File: src/rtl/fetch_queue_if.sv
`default_nettype none
// ============================================================================
//  Module      : fetch_queue_if
//  Description : Fetch front-end bus. Carries the redirect/stall controls,
//                the instruction-memory read port and the decoder-facing head
//                of the fetch queue.
//  Revision    : 1.0 - initial release
// ============================================================================
interface fetch_queue_if #(
    parameter int DEPTH = 4
);
    localparam int c_CW = $clog2(DEPTH) + 1;

    logic              redirect;
    logic [31:0]       redirect_addr;
    logic              stall;
    logic              imem_req;
    logic [31:0]       imem_addr;
    logic [31:0]       imem_rdata;
    logic              instr_valid;
    logic [31:0]       instruction;
    logic [31:0]       instruction_addr;
    logic [c_CW-1:0]   occupancy;

    // Fetch unit side: owns the memory request and the queue head.
    modport master (
        input  redirect, redirect_addr, stall, imem_rdata,
        output imem_req, imem_addr, instr_valid, instruction, instruction_addr, occupancy
    );

    // Environment side: pipeline control, instruction memory and decoder.
    modport slave (
        output redirect, redirect_addr, stall, imem_rdata,
        input  imem_req, imem_addr, instr_valid, instruction, instruction_addr, occupancy
    );
endinterface
`default_nettype wire

File: src/rtl/fetch_queue.sv
`default_nettype none
// ============================================================================
//  Module      : fetch_queue
//  Description : Instruction-fetch front end. Owns the fetch PC, issues one
//                read per cycle to a 1-cycle synchronous instruction memory
//                and buffers returned words in a DEPTH-entry FIFO. Requests
//                are credited against queue space plus the read in flight so
//                a decoder stall never drops a response.
//  Revision    : 1.0 - initial release
// ============================================================================
module fetch_queue #(
    parameter logic [31:0] RESET_PC = 32'h0000_0000,
    parameter int          DEPTH    = 4
) (
    input  wire logic       clock,
    input  wire logic       reset,     // asynchronous, active-low
    fetch_queue_if.master   bus
);
    localparam int              c_AW      = $clog2(DEPTH);
    localparam int              c_CW      = c_AW + 1;
    localparam logic [c_CW-1:0] c_DEPTH   = c_CW'(DEPTH);
    localparam logic [31:0]     c_PC_MASK = 32'hFFFF_FFFC;

    logic [31:0]     r_fetch_pc;
    logic [31:0]     r_resp_pc;
    logic [c_AW-1:0] r_rd_ptr;
    logic [c_AW-1:0] r_wr_ptr;
    logic [c_CW-1:0] r_count;
    logic            r_inflight;
    logic            r_kill;
    logic [31:0]     r_data_mem [DEPTH];
    logic [31:0]     r_addr_mem [DEPTH];

    logic [c_CW-1:0] w_pending;
    logic            w_issue;
    logic            w_valid;
    logic            w_enq;
    logic            w_deq;

    // Credit check and queue handshakes; redirect overrides every queue action.
    always_comb begin
        w_pending = r_count + c_CW'(r_inflight);
        w_issue   = reset && !bus.redirect && (w_pending < c_DEPTH);
        w_valid   = (r_count != '0);
        w_enq     = r_inflight && !r_kill && !bus.redirect;
        w_deq     = w_valid && !bus.stall && !bus.redirect;
    end

    // Fetch PC, in-flight tracking, queue pointers and occupancy.
    always_ff @(posedge clock or negedge reset) begin
        if (!reset) begin
            r_fetch_pc <= RESET_PC;
            r_resp_pc  <= '0;
            r_rd_ptr   <= '0;
            r_wr_ptr   <= '0;
            r_count    <= '0;
            r_inflight <= 1'b0;
            r_kill     <= 1'b0;
        end else begin
            r_inflight <= w_issue;
            if (w_issue) begin
                r_resp_pc  <= r_fetch_pc;
                r_fetch_pc <= r_fetch_pc + 32'd4;
            end else if (bus.redirect) begin
                r_fetch_pc <= bus.redirect_addr & c_PC_MASK;
            end

            if (bus.redirect) begin
                r_kill   <= r_inflight;
                r_count  <= '0;
                r_rd_ptr <= '0;
                r_wr_ptr <= '0;
            end else begin
                r_kill <= 1'b0;
                if (w_enq) r_wr_ptr <= r_wr_ptr + 1'b1;
                if (w_deq) r_rd_ptr <= r_rd_ptr + 1'b1;
                case ({w_enq, w_deq})
                    2'b10:   r_count <= r_count + 1'b1;
                    2'b01:   r_count <= r_count - 1'b1;
                    default: r_count <= r_count;
                endcase
            end
        end
    end

    // Queue storage: instruction word with the PC it was fetched from.
    always_ff @(posedge clock) begin
        if (w_enq) begin
            r_data_mem[r_wr_ptr] <= bus.imem_rdata;
            r_addr_mem[r_wr_ptr] <= r_resp_pc;
        end
    end

    // Memory request and combinational head-of-queue outputs.
    always_comb begin
        bus.imem_req         = w_issue;
        bus.imem_addr        = r_fetch_pc;
        bus.instr_valid      = w_valid;
        bus.instruction      = w_valid ? r_data_mem[r_rd_ptr] : 32'd0;
        bus.instruction_addr = w_valid ? r_addr_mem[r_rd_ptr] : 32'd0;
        bus.occupancy        = r_count;
    end

    // The request credit must keep a response from ever landing on a full queue.
    a_no_overflow: assert property (@(posedge clock) disable iff (!reset)
        w_enq |-> (r_count != c_DEPTH));

endmodule
`default_nettype wire

File: src/flat_wrapper.sv
// flat-port wrapper written by rule: the top's interface ports become plain ports
module fetch_queue_flat 
#(
    parameter logic [31:0] RESET_PC = 32'h0000_0000,
    parameter int          DEPTH    = 4
)
  (clock, reset, bus_redirect, bus_redirect_addr, bus_stall, bus_imem_rdata, bus_imem_req, bus_imem_addr, bus_instr_valid, bus_instruction, bus_instruction_addr, bus_occupancy);
  fetch_queue_if #(.DEPTH(DEPTH)) bus_i ();
  input  wire logic clock;
  input  wire logic reset;
  input wire logic [$bits(bus_i.redirect)-1:0] bus_redirect;
  input wire logic [$bits(bus_i.redirect_addr)-1:0] bus_redirect_addr;
  input wire logic [$bits(bus_i.stall)-1:0] bus_stall;
  input wire logic [$bits(bus_i.imem_rdata)-1:0] bus_imem_rdata;
  output wire logic [$bits(bus_i.imem_req)-1:0] bus_imem_req;
  output wire logic [$bits(bus_i.imem_addr)-1:0] bus_imem_addr;
  output wire logic [$bits(bus_i.instr_valid)-1:0] bus_instr_valid;
  output wire logic [$bits(bus_i.instruction)-1:0] bus_instruction;
  output wire logic [$bits(bus_i.instruction_addr)-1:0] bus_instruction_addr;
  output wire logic [$bits(bus_i.occupancy)-1:0] bus_occupancy;
  assign bus_i.redirect = bus_redirect;
  assign bus_i.redirect_addr = bus_redirect_addr;
  assign bus_i.stall = bus_stall;
  assign bus_i.imem_rdata = bus_imem_rdata;
  assign bus_imem_req = bus_i.imem_req;
  assign bus_imem_addr = bus_i.imem_addr;
  assign bus_instr_valid = bus_i.instr_valid;
  assign bus_instruction = bus_i.instruction;
  assign bus_instruction_addr = bus_i.instruction_addr;
  assign bus_occupancy = bus_i.occupancy;
  fetch_queue #(.RESET_PC(RESET_PC), .DEPTH(DEPTH)) u_core (.clock(clock), .reset(reset), .bus(bus_i));
endmodule
File: config.mk
export PLATFORM = sky130hd
export DESIGN_NAME = fetch_queue_flat
export DESIGN_NICKNAME = d
export VERILOG_FILES = /design/src/rtl/fetch_queue_if.sv /design/src/rtl/fetch_queue.sv /design/src/flat_wrapper.sv
export SDC_FILE = /design/constraint.sdc
export NUM_CORES = 1
export LEC_CHECK = 0
export BUFFER_PORTS_ARGS = -buffer_cell sky130_fd_sc_hd__clkbuf_2
export CORE_ASPECT_RATIO = 1.1
export CORE_MARGIN = 5
export CORE_UTILIZATION = 35
export CTS_CLUSTER_DIAMETER = 120
export DETAILED_ROUTE_END_ITERATION = 16
export PLACE_DENSITY_LB_ADDON = 0.12
export SLEW_MARGIN = 0
export SYNTH_ARGS = -nofsm -noshare
export SYNTH_HDL_FRONTEND = slang
export SYNTH_SLANG_ARGS = --single-unit
File: constraint.sdc
create_clock -name clock -period 3.7 [get_ports clock]
set_input_delay 0.555 -clock clock [delete_from_list [all_inputs] [get_ports clock]]
set_output_delay 0.555 -clock clock [all_outputs]
set_load 0.02 [all_outputs]
==> out/metrics.csv <==
stage,metric,value,unit
status,outcome,completed,
critical_path,slowest_delay,0.69,ns
route,drcViolationCount,0,
die,die_y,211,um
synthesis,syn_inst,725,
critical_path,ff2ff_path_depth,6,
synthesis,synth-edff-count,248,
sta,rsz0062_at_grt,no,
worst_hold_path,hp-class,input port to flop,
finish,fin_cells,1421,
sta,setup_ws,0.700,ns
die,initial_core_util,0.355,
global_routing,grt_pass1_vias,7391,
die,rows,73,
place,port_buffers,162,
clock_network,clk_latency,0.52,ns
finish,fillers,3319,
die,dieArea,40700,um^2
place,gp_congestion,0.722,
place,place_hpwl,18400,um
clock_network,cts_resized,0,
clock_network,cts_tree,built,
critical_path,crit_path_end_kind,primary output,
critical_path,arrival,2.45,ns
critical_path,rr_endpoint,u_core.bus.imem_addr[31],
finish,num-nets-final,980,
global_routing,grt_pass1_wl,44700,um
synthesis,synthMuxAreaShare,0.138,
synthesis,synth_fa_ha_area_frac,0.00642,
critical_path,crit_path_start_kind,flop,
finish,stdcell_area,15500,um^2
die,die_x,193,um
place,post-place-ws,1.16,ns
clock_network,clock-sinks,317,
route,drtIter0Drc,296,
finish,area_delta_synth_final,20.5,%
synthesis,synth_top_family_by_area,multiplexers,
place,placed_cells,1355,
route,drtAntennaViolNets,0,
sta,setup_viol,0,
synthesis,ys_ff_latch,317,
global_routing,antenna_found_initial,0,
critical_path,critPathBufInv,2,
synthesis,ys.flop_type,edfxtp_1,
finish,final_cell_mix,"edfxtp_1, clkbuf_2, dfrtp_1",
critical_path,path_class,flop to primary output,
run,max_cap_violations,0,
sta,finalCritPeriodShare,0.811,
clock_network,postCtsSetupBuffers,0,
finish,drive_gt1_frac,0.365,
critical_path,path_cells,buf_4 > mux4_2 > and2_1 > clkbuf_2,
synthesis,synthXorXnorAreaFrac,0.0150,
critical_path,slowest_stage,dfrtp_4,
synthesis,syn_area,12900,um^2
sta,post-route-min-period,3.00,ns
sta,slew_headroom,0.361,
finish,layout.cells.most_common,edfxtp_1,
critical_path,critPathTopFamily,flip-flops,
synthesis,synth-compound-area-share,0.0219,
power_and_ir_drop,ir_drop,0.324,mV
sta,worst_clock_skew,0.0177,ns
route,wirelength,29300,um
sta,worst_pin_slew,0.958,ns
sta,max_freq,333,MHz
power_and_ir_drop,p_leak,5.60,nW
route,vias,6920,
synthesis,synth-simple-area-share,0.0865,
synthesis,synthArstFlopShare,0.218,
global_routing,grt_max_degree,70,
clock_network,cts_hold_buffers,0,
clock_network,clk_pin_slew,0.06,ns
global_routing,grt.total_usage,0.144,
die,coreArea,36300,um^2
synthesis,ys_seq_area_frac,0.713,
worst_hold_path,worstHoldEndpoint,u_core.bus.imem_addr[15],
clock_network,root_buffer,clkbuf_16,
route,first_pass_iters,4,
critical_path,cp_max_fo,18,
synthesis,syn-mean-instance-area,17.7,um^2
route,wl_per_cell,20.6,um
critical_path,critical_path.reg2reg.startpoint,u_core.bus.occupancy[0],
place,place_area,14300,um^2
clock_network,clockBufferDepth,3,
critical_path,critical_path_required,3.14,ns
finish,n_antenna_cell,0,
global_routing,grt.overflow.total,0,
sta,holdWs,0.243,ns
synthesis,synth.distinct_cells,54,
clock_network,cts_buffers,36,
worst_hold_path,hold_depth,3,
synthesis,ys.warnings.count,0,
critical_path,reg2reg_slack,1.27,ns
route,vias_per_cell,4.87,
sta,final-max-slew-violation-count,0,
clock_network,cts_max_level,2,
sta,final.setup.tns,0,ns
power_and_ir_drop,pwr_density_cell,686,nW/um^2
worst_hold_path,hp-start,bus_redirect_addr[15],
sta,hold_violations,0,
die,pin_count,169,
==> per-stage QoR <==
step	power, mW	util
6_report	10.6	0.428
5_1_grt	11.2	0.428
3_5_place_dp	7.36	0.396
3_3_place_gp	7.35	0.396
2_1_floorplan	6.30	-
4_1_cts	10.9	0.428
==> flip-flops by register name, indices dropped and copies added (netlist names) <==
register and flops:
u_core.r_data_mem 128, u_core.r_addr_mem 120, u_core.bus.imem_addr 30, u_core.r_resp_pc 30, u_core.bus.occupancy 3, u_core.r_rd_ptr 2, u_core.r_wr_ptr 2, u_core.r_inflight 1
u_core.r_kill 1
==> layer usage <==
| metal | vias up | track usage | wire length [um] |
|---|---|---|---|
| li1 | 3176 | - | - |
| met1 | 3550 | 0.193 | 12900 |
| met2 | 153 | 0.243 | 14500 |
| met3 | 41 | 0.0268 | 1310 |
| met4 | 0 | 0.0369 | 580 |
| met5 | - | 0 | 0 |
==> cell families after synthesis <==
| group | after synthesis |
|---|---|
| compound gates | 44 |
| xor+xnor | 22 |
| fa+ha+maj | 6 |
| buf+inv | 52 |
| flops | 317 |
| mux | 95 |
| other cells | 1 |
| simple gates | 188 |
==> worst max path at each step <==
stage	start	endpoint	slack [ns]	cells past startpoint
floorplan	bus_redirect	u_core.r_addr_mem[0][10]	0.81	3
global placement	u_core.r_rd_ptr[0]	bus_instruction_addr[21]	1.15	4
detailed placement	u_core.r_rd_ptr[0]	bus_instruction_addr[21]	1.16	4
CTS	u_core.r_rd_ptr[0]	bus_instruction_addr[30]	0.59	4
global route	u_core.r_rd_ptr[0]	bus_instruction_addr[25]	0.54	4
finish	u_core.r_rd_ptr[0]	bus_instruction_addr[30]	0.70	4
==> cell type report <==
class / count / area, um^2 / area share
flip-flops and latches: 317 / 9180 / 0.592
well taps: 487 / 609 / 0.0393
clock buffers: 48 / 1010 / 0.0650
inverters: 11 / 41.3 / 0.00266
clock inverters: 18 / 153 / 0.00984
multi-input cells: 359 / 3480 / 0.225
repair buffers: 181 / 1030 / 0.0665
==> worst register-to-register path, cell delays in order (launching register included) <==
cell	delay, ns
dfrtp_1	0.44
and3_1	0.30
mux2i_2	0.58
buf_4	0.33
nand4_1	0.15
or4_1	0.49
nand3_1	0.09
==> report_power, final <==
group          leakage (nW)  internal, mW  switching (mW)
Sequential             3.08          4.21           0.328
Combinational          1.96          1.10            1.54
Clock                 0.560          2.07            1.39
Total                  5.60          7.38            3.26
==> cells in the mapped netlist (2+ instances only) <==
master	number	share of area
mux2i_1	5	0.0039
and3_1	7	0.0034
or4_1	2	0.0012
xnor2_1	8	0.0054
buf_4	5	0.0029
dfrtp_1	69	0.13
mux4_2	62	0.11
nor4_4	3	0.0050
buf_6	2	0.0018
a311oi_1	2	0.0014
a311o_1	2	0.0016
inv_1	9	0.0026
nor2b_1	2	0.00097
clkbuf_1	20	0.0058
a31oi_1	2	0.00097
nand2b_1	2	0.00097
nor4_1	5	0.0024
nand2_1	39	0.011
nand4_1	15	0.0073
a211oi_1	2	0.0012
mux2_2	26	0.023
o211a_1	2	0.0016
o21ai_0	11	0.0043
nor3_1	8	0.0031
nor2_1	19	0.0055
and2_1	64	0.031
xor2_1	14	0.0095
or3_1	2	0.00097
edfxtp_1	248	0.58
nand4_4	2	0.0033
o21ai_1	13	0.0051
buf_2	14	0.0054
ha_1	5	0.0049
a21oi_1	3	0.0012
nand3_1	12	0.0047
(Power assumes the default switching activity.)
